[config.mk]
export PLATFORM = sky130hd
export DESIGN_NAME = i2c_target_regs
export DESIGN_NICKNAME = d
export VERILOG_FILES = /design/src/rtl/i2c_target_regs.sv
export SDC_FILE = /design/constraint.sdc
export NUM_CORES = 1
export LEC_CHECK = 0
export ABC_CLOCK_PERIOD_IN_PS = 3400
export CAP_MARGIN = 20
export CORE_ASPECT_RATIO = 0.8
export CORE_MARGIN = 2
export CORE_UTILIZATION = 50
export DETAILED_ROUTE_END_ITERATION = 8
export PLACE_DENSITY = 0.67
export SLEW_MARGIN = 25
export SYNTH_ARGS = -nofsm -noshare
export SYNTH_HDL_FRONTEND = slang
export SYNTH_SLANG_ARGS = --single-unit
export TNS_END_PERCENT = 10
[constraint.sdc]
create_clock -name clk50 -period 3.4 [get_ports clk50]
set_input_delay 0.85 -clock clk50 [delete_from_list [all_inputs] [get_ports clk50]]
set_output_delay 0.85 -clock clk50 [all_outputs]
set_load 0.02 [all_outputs]
[src/rtl/i2c_target_regs.sv]
// i2c_target_regs: I2C target (slave) with an NREGS x 8 register file.
//   The master writes a register pointer, then data bytes that land in the
//   register file (auto-incrementing); reads return bytes from the pointer on.
// Ports:
//   clk50    system clock
//   rst      synchronous reset, active high
//   scl_i    raw SCL pin (asynchronous)
//   sda_i    raw SDA pin (asynchronous)
//   sda_oe   1 = pull SDA low, 0 = release
//   wr_valid one-cycle pulse per data byte written by the master
//   wr_addr  register index of that write
//   wr_data  byte written
//   busy     high from an addressed START until the next STOP or START
module i2c_target_regs #(
  parameter logic [6:0] DEV_ADDR = 7'h68,
  parameter int         NREGS    = 16
) (
  input  logic       clk50,
  input  logic       rst,
  input  logic       scl_i,
  input  logic       sda_i,
  output logic       sda_oe,
  output logic       wr_valid,
  output logic [7:0] wr_addr,
  output logic [7:0] wr_data,
  output logic       busy
);
  localparam int PW = $clog2(NREGS);

  typedef enum logic [3:0] {
    IDLE, ADDR, ADDR_ACK, REG, REG_ACK, WDATA, WDATA_ACK, RDATA, RDATA_MACK
  } state_t;

  // Pin conditioning: 2-flop synchronizer, then the filtered level only
  // follows once three consecutive synced samples agree.
  logic [1:0] scl_s, sda_s;
  logic [2:0] scl_h, sda_h;
  logic       scl_f, sda_f, scl_q, sda_q;

  always_ff @(posedge clk50) begin
    if (rst) begin
      scl_s <= 2'b11;
      sda_s <= 2'b11;
      scl_h <= 3'b111;
      sda_h <= 3'b111;
      scl_f <= 1'b1;
      sda_f <= 1'b1;
      scl_q <= 1'b1;
      sda_q <= 1'b1;
    end else begin
      scl_s <= {scl_s[0], scl_i};
      sda_s <= {sda_s[0], sda_i};
      scl_h <= {scl_h[1:0], scl_s[1]};
      sda_h <= {sda_h[1:0], sda_s[1]};
      if (scl_h == 3'b111)      scl_f <= 1'b1;
      else if (scl_h == 3'b000) scl_f <= 1'b0;
      if (sda_h == 3'b111)      sda_f <= 1'b1;
      else if (sda_h == 3'b000) sda_f <= 1'b0;
      scl_q <= scl_f;
      sda_q <= sda_f;
    end
  end

  logic scl_rise, scl_fall, start_c, stop_c;
  assign scl_rise = scl_f & ~scl_q;
  assign scl_fall = ~scl_f & scl_q;
  assign start_c  = scl_f & scl_q & sda_q & ~sda_f;
  assign stop_c   = scl_f & scl_q & ~sda_q & sda_f;

  state_t          state, state_n;
  logic [3:0]      bcnt, bcnt_n;
  logic [7:0]      sh, sh_n;
  logic [PW-1:0]   ptr, ptr_n, ptr_inc;
  logic            rw, rw_n;
  logic            sda_oe_n, busy_n, wr_valid_n;
  logic [7:0]      wr_addr_n, wr_data_n;
  logic            reg_we;
  logic [7:0]      regs [NREGS];
  logic [7:0]      byte_in, rd_cur, rd_nxt;

  assign byte_in = {sh[6:0], sda_f};
  assign ptr_inc = ptr + PW'(1);      // natural wrap = modulo NREGS
  assign rd_cur  = regs[ptr];
  assign rd_nxt  = regs[ptr_inc];

  always_comb begin
    state_n    = state;
    bcnt_n     = bcnt;
    sh_n       = sh;
    ptr_n      = ptr;
    rw_n       = rw;
    sda_oe_n   = sda_oe;
    busy_n     = busy;
    wr_valid_n = 1'b0;
    wr_addr_n  = wr_addr;
    wr_data_n  = wr_data;
    reg_we     = 1'b0;
    if (stop_c) begin
      state_n  = IDLE;
      bcnt_n   = '0;
      sda_oe_n = 1'b0;
      busy_n   = 1'b0;
    end else if (start_c) begin
      state_n  = ADDR;
      bcnt_n   = '0;
      sda_oe_n = 1'b0;
      busy_n   = 1'b0;
    end else begin
      case (state)
        IDLE: ;
        ADDR:
          if (scl_rise) begin
            sh_n   = byte_in;
            bcnt_n = bcnt + 4'd1;
            if (bcnt == 4'd7) begin
              bcnt_n = '0;
              if (byte_in[7:1] == DEV_ADDR) begin
                state_n = ADDR_ACK;
                busy_n  = 1'b1;
                rw_n    = byte_in[0];
              end else begin
                state_n = IDLE;
              end
            end
          end
        // ACK states use sda_oe itself as the phase flag: first SCL fall
        // pulls SDA low, the following fall releases it and moves on.
        ADDR_ACK:
          if (scl_fall) begin
            if (!sda_oe) begin
              sda_oe_n = 1'b1;
            end else if (rw) begin
              state_n  = RDATA;
              sh_n     = rd_cur;
              sda_oe_n = ~rd_cur[7];
              bcnt_n   = '0;
            end else begin
              state_n  = REG;
              sda_oe_n = 1'b0;
            end
          end
        REG:
          if (scl_rise) begin
            sh_n   = byte_in;
            bcnt_n = bcnt + 4'd1;
            if (bcnt == 4'd7) begin
              bcnt_n  = '0;
              ptr_n   = byte_in[PW-1:0];
              state_n = REG_ACK;
            end
          end
        REG_ACK:
          if (scl_fall) begin
            if (!sda_oe) sda_oe_n = 1'b1;
            else begin
              sda_oe_n = 1'b0;
              state_n  = WDATA;
            end
          end
        WDATA:
          if (scl_rise) begin
            sh_n   = byte_in;
            bcnt_n = bcnt + 4'd1;
            if (bcnt == 4'd7) begin
              bcnt_n     = '0;
              reg_we     = 1'b1;
              wr_valid_n = 1'b1;
              wr_addr_n  = 8'(ptr);
              wr_data_n  = byte_in;
              state_n    = WDATA_ACK;
            end
          end
        WDATA_ACK:
          if (scl_fall) begin
            if (!sda_oe) sda_oe_n = 1'b1;
            else begin
              sda_oe_n = 1'b0;
              ptr_n    = ptr_inc;
              state_n  = WDATA;
            end
          end
        // sh[7] always holds the bit to present after the next SCL fall.
        RDATA: begin
          if (scl_rise) begin
            bcnt_n = bcnt + 4'd1;
            sh_n   = {sh[6:0], 1'b0};
          end
          if (scl_fall) begin
            if (bcnt == 4'd8) begin
              sda_oe_n = 1'b0;
              bcnt_n   = '0;
              state_n  = RDATA_MACK;
            end else begin
              sda_oe_n = ~sh[7];
            end
          end
        end
        // bcnt=1 marks "master ACKed, continue on the next fall".
        RDATA_MACK: begin
          if (scl_rise) begin
            if (sda_f) state_n = IDLE;   // NACK: busy stays up until STOP
            else       bcnt_n  = 4'd1;
          end
          if (scl_fall && bcnt == 4'd1) begin
            ptr_n    = ptr_inc;
            sh_n     = rd_nxt;
            sda_oe_n = ~rd_nxt[7];
            bcnt_n   = '0;
            state_n  = RDATA;
          end
        end
        default: state_n = IDLE;
      endcase
    end
  end

  always_ff @(posedge clk50) begin
    if (rst) begin
      state    <= IDLE;
      bcnt     <= '0;
      sh       <= '0;
      ptr      <= '0;
      rw       <= 1'b0;
      sda_oe   <= 1'b0;
      busy     <= 1'b0;
      wr_valid <= 1'b0;
      wr_addr  <= '0;
      wr_data  <= '0;
    end else begin
      state    <= state_n;
      bcnt     <= bcnt_n;
      sh       <= sh_n;
      ptr      <= ptr_n;
      rw       <= rw_n;
      sda_oe   <= sda_oe_n;
      busy     <= busy_n;
      wr_valid <= wr_valid_n;
      wr_addr  <= wr_addr_n;
      wr_data  <= wr_data_n;
    end
  end

  always_ff @(posedge clk50) begin
    if (rst) begin
      for (int i = 0; i < NREGS; i++) regs[i] <= 8'h00;
    end else if (reg_we) begin
      regs[ptr] <= byte_in;
    end
  end
endmodule
==> summary.md <==
| Metric | Value |
|---|---|
| Critical Path Start | `bcnt[0]$_SDFFE_PP0P_` |
| Placed Area | `about 10,000 µm²` |
| Antenna violations before repair | `1` |
| Final Hold Fails | `0` |
| Mapped cell area | `9770 µm²` |
| Clock sink count | `182` |
| Avg Vias per Cell | `6.51` |
| Total chip power | `4.68 mW` |
| Clock latency on the worst-skew pair | `0.45 ns` |
| Crit path launch type | `flop` |
| Mux contribution to synthesized area | `18.5%` |
| Yosys Warn Count | `0` |
| FMAX | `between 0.3 and 0.4 GHz` |
| Vias in the first global route | `6,468` |
| Total area of sequential cells | `a little under 5000 µm²` |
| Most common cell in the netlist | `and2_1` |
| Number of max-cap violations | `0` |
| Leakage | `3.57 nW` |
| Kind of critical path | `flop to flop` |
| Largest cells by area after synthesis | `edfxtp_1 39%, mux4_2 14%, dfxtp_1 11%` |
| Clock-pin slew on the worst setup and hold paths | `0.08 ns` |
| P_int | `3.50 mW` |
| Root buf cell | `clkbuf_16` |
| Endpoints failing setup | `0` |
| Site Rows | `45` |
| RSZ-0062 raised after global routing | `no` |
| FFs w/ async S/R, synth | `0%` |
| Setup bufs post-CTS | `0` |
| WP data arrival | `approximately 3.1 ns` |
| Pre-CTS WS | `-0.0434 ns` |
| Routed vias | `6,906` |
| Area leader, netlist | `edfxtp_1` |
| List of most frequent post-synthesis cells | `132 x and2_1, 128 x edfxtp_1, 60 x mux4_2, 54 x dfxtp_1, 46 x mux2i_1` |
| Largest family of logic cells by synthesized area | `multiplexers` |
| Chip Height | `129 µm` |
| GP Congestion | `1.02` |
| Initial Utilization | `about half` |
| Filler instances | `1,530` |
| Final critical-path required period | `around 3 ns` |
| Crit Path Max Fanout | `8` |
| Syn_area_per_cell | `roughly 13 µm²` |
| Final Max Slew Viols | `0` |
| Worst Setup End Kind | `flop` |
| Reg-to-Reg Start | `bcnt[0]$_SDFFE_PP0P_` |
| Core box area | `19,100 µm²` |
| Rel. slew slack | `about 36%` |
| WHS Path Cells | `1` |
| Flop pwr share | `between 50% and 60%` |
| Final ANT Viol Nets | `0` |
| Synth Area in Simple Gates | `17.6%` |
| DIE AREA | `20,700 µm²` |
| Cell count after synthesis | `779` |
| Clock share of power | `44.4%` |
| Io pins | `23` |
| Worst hold path type | `flop to flop` |
| Area taken by multi-input logic gates | `roughly 4500 µm²` |
| CTS tree | `done` |
| CTS Hold Bufs | `0` |
| Worst r2r path cells | `5` |
| Req. time, crit path | `between 3 and 4 ns` |
| Clock buffer depth | `2` |
| Yosys top cell area share | `between 30% and 40%` |
| Buffers on Ports | `18` |
| Net Sw Power | `around 1.2 mW` |
| R2R Setup Slk | `between 0.3 and 0.4 ns` |
| Area growth from synthesis to layout | `11.4%` |
| Total track usage | `28.1%` |
| Netlist cell types | `73` |
| DR iter-0 viols | `1,092` |
| Sw frac | `between 20% and 30%` |
| Drt pass-1 iters | `5` |
| Synth Area in XOR/XNOR | `less than 1%` |
| Global-route wire length before repair | `41,700 µm` |
| Largest net degree at the start of global routing | `between 40 and 50` |
| Prevailing post-synth register cell | `edfxtp_1` |
| WL final | `28,000 µm` |
| Die width | `160 µm` |
| Clock skew | `0.0109 ns` |
| Slew @ Worst Pin | `0.953 ns` |
| Nets | `800` |
| Max IR drop VDD | `roughly 0.32 mV` |
| Final Cell Area | `between 10,000 and 15,000 µm²` |
| Comb pwr share | `2.6%` |
| Sequential share of the synthesized area | `50.4%` |
| Post_cts resized | `0` |
| Htree depth | `4` |
| Pwr dens | `430 nW/µm²` |
| DRC | `0` |
| Final period util | `88.4%` |
| Setup crit end | `regs[11][7]$_SDFFCE_PN0P_` |
| HPWL Detailed | `20,200 µm` |
| Outcome | `complete, no violations` |
| Worst setup margin | `between 0.3 and 0.4 ns` |
| Grt total ovfl | `0` |
| Setup_tns | `0 ns` |
| Layout cells sized above 1 | `around 20%` |
| Post-synthesis adder-cell area fraction | `0.897%` |
| Count of state elements after synthesis | `182` |
| Routed WL per cell | `between 20 and 30 µm` |
| Post-synth EDFFs | `128` |
| Post-synthesis compound-gate area fraction | `8.67%` |
| CTS Buf Count | `17` |
| R2R Path End | `regs[11][7]$_SDFFCE_PN0P_` |
==> layout make-up <==
type	instances	share of cell area [%]
clock buffer	17	3.91
sequential	182	45.3
clock inverter	15	1.90
multi-input combinational	527	41.6
tap	258	2.97
timing repair buffer	52	4.00
antenna	1	0.0230
inverter	9	0.310
==> critical path, cell delays in order, from the launching register on <==
cell and delay, ns:
dfxtp_1 0.39, ha_1 0.21, nand3b_1 0.24, nor4_4 0.47, nand3_1 0.42, o21ai_0 0.90
==> stage by stage <==
stage,utilization (%),hold WS [ns],std cells
after CTS,57.0,0.418,1060
final,57.0,0.417,1061
after detailed placement,53.7,0.398,1028
after floorplan,-,0.389,782
after global placement,53.7,0.397,1028
after global routing,57.0,0.428,1060
==> kinds of logic after synthesis <==
logic type,count (synthesis)
AOI/OAI and AO/OA,114
muxes,106
adders and majority gates,7
DFF,182
buffers and inverters,73
other,1
and+or+nand+nor,292
xor gates and xnor gates,4
==> layout by cell type, fill, tap and decap left out, drive strengths merged, types with 4 or more instances in the layout <==
cell type | synthesis | layout
a2111oi | 5 | 5
a211oi | 6 | 6
a21oi | 23 | 23
a22o | 5 | 5
a311oi | 6 | 6
a31oi | 7 | 7
and2 | 133 | 133
buf | 24 | 34
clkbuf | 40 | 17
clkdlybuf4s50 | 0 | 18
clkinv | 0 | 4
conb | 1 | 4
dfxtp | 54 | 54
edfxtp | 128 | 128
ha | 7 | 7
inv | 9 | 20
mux2i | 46 | 46
mux4 | 60 | 60
nand2 | 14 | 14
nand2b | 8 | 8
nand3 | 14 | 14
nand3b | 9 | 9
nor2 | 43 | 43
nor2b | 7 | 7
nor3 | 23 | 23
nor4 | 6 | 6
o211ai | 4 | 4
o21ai | 21 | 21
o32ai | 5 | 5
or2 | 17 | 17
==> registers in the layout, indices dropped and copies added (netlist names), 2 cells and up, named ones only <==
register / flops
state: 4
regs: 128
bcnt: 4
sh: 8
sda_h: 3
wr_data: 8
wr_addr: 4
sda_s: 2
scl_h: 3
scl_s: 2
ptr: 4
==> how the worst min path moves through the flow <==
| stage | start | end | slack [ns] |
|---|---|---|---|
| final | sda_s[1]$_SDFF_PP1_ | sda_h[0]$_SDFF_PP1_ | 0.42 |
| after global routing | sda_s[1]$_SDFF_PP1_ | sda_h[0]$_SDFF_PP1_ | 0.43 |
| after floorplan | scl_s[1]$_SDFF_PP1_ | scl_h[0]$_SDFF_PP1_ | 0.39 |
| after global placement | sda_s[1]$_SDFF_PP1_ | sda_h[0]$_SDFF_PP1_ | 0.40 |
| after CTS | sda_s[1]$_SDFF_PP1_ | sda_h[0]$_SDFF_PP1_ | 0.42 |
| after detailed placement | sda_s[1]$_SDFF_PP1_ | sda_h[0]$_SDFF_PP1_ | 0.40 |
==> routing by layer <==
metal	track usage [%]	vias up	wire length (µm)
met1	41.2	3421	12100
met3	7.58	48	3330
met2	41.2	460	12000
met5	0	-	0
li1	-	2977	-
met4	8.48	0	575
==> power groups by stage <==
stage               Combinational [mW]  Sequential (mW)  Clock [mW]
floorplan                       0.0914             2.48           0
global placement                 0.115             2.52           0
detailed placement               0.119             2.53           0
CTS                              0.120             2.47        2.10
global route                     0.129             2.48        2.19
finish                           0.120             2.48        2.07
Note: power is estimated with default switching activity, not from simulation.
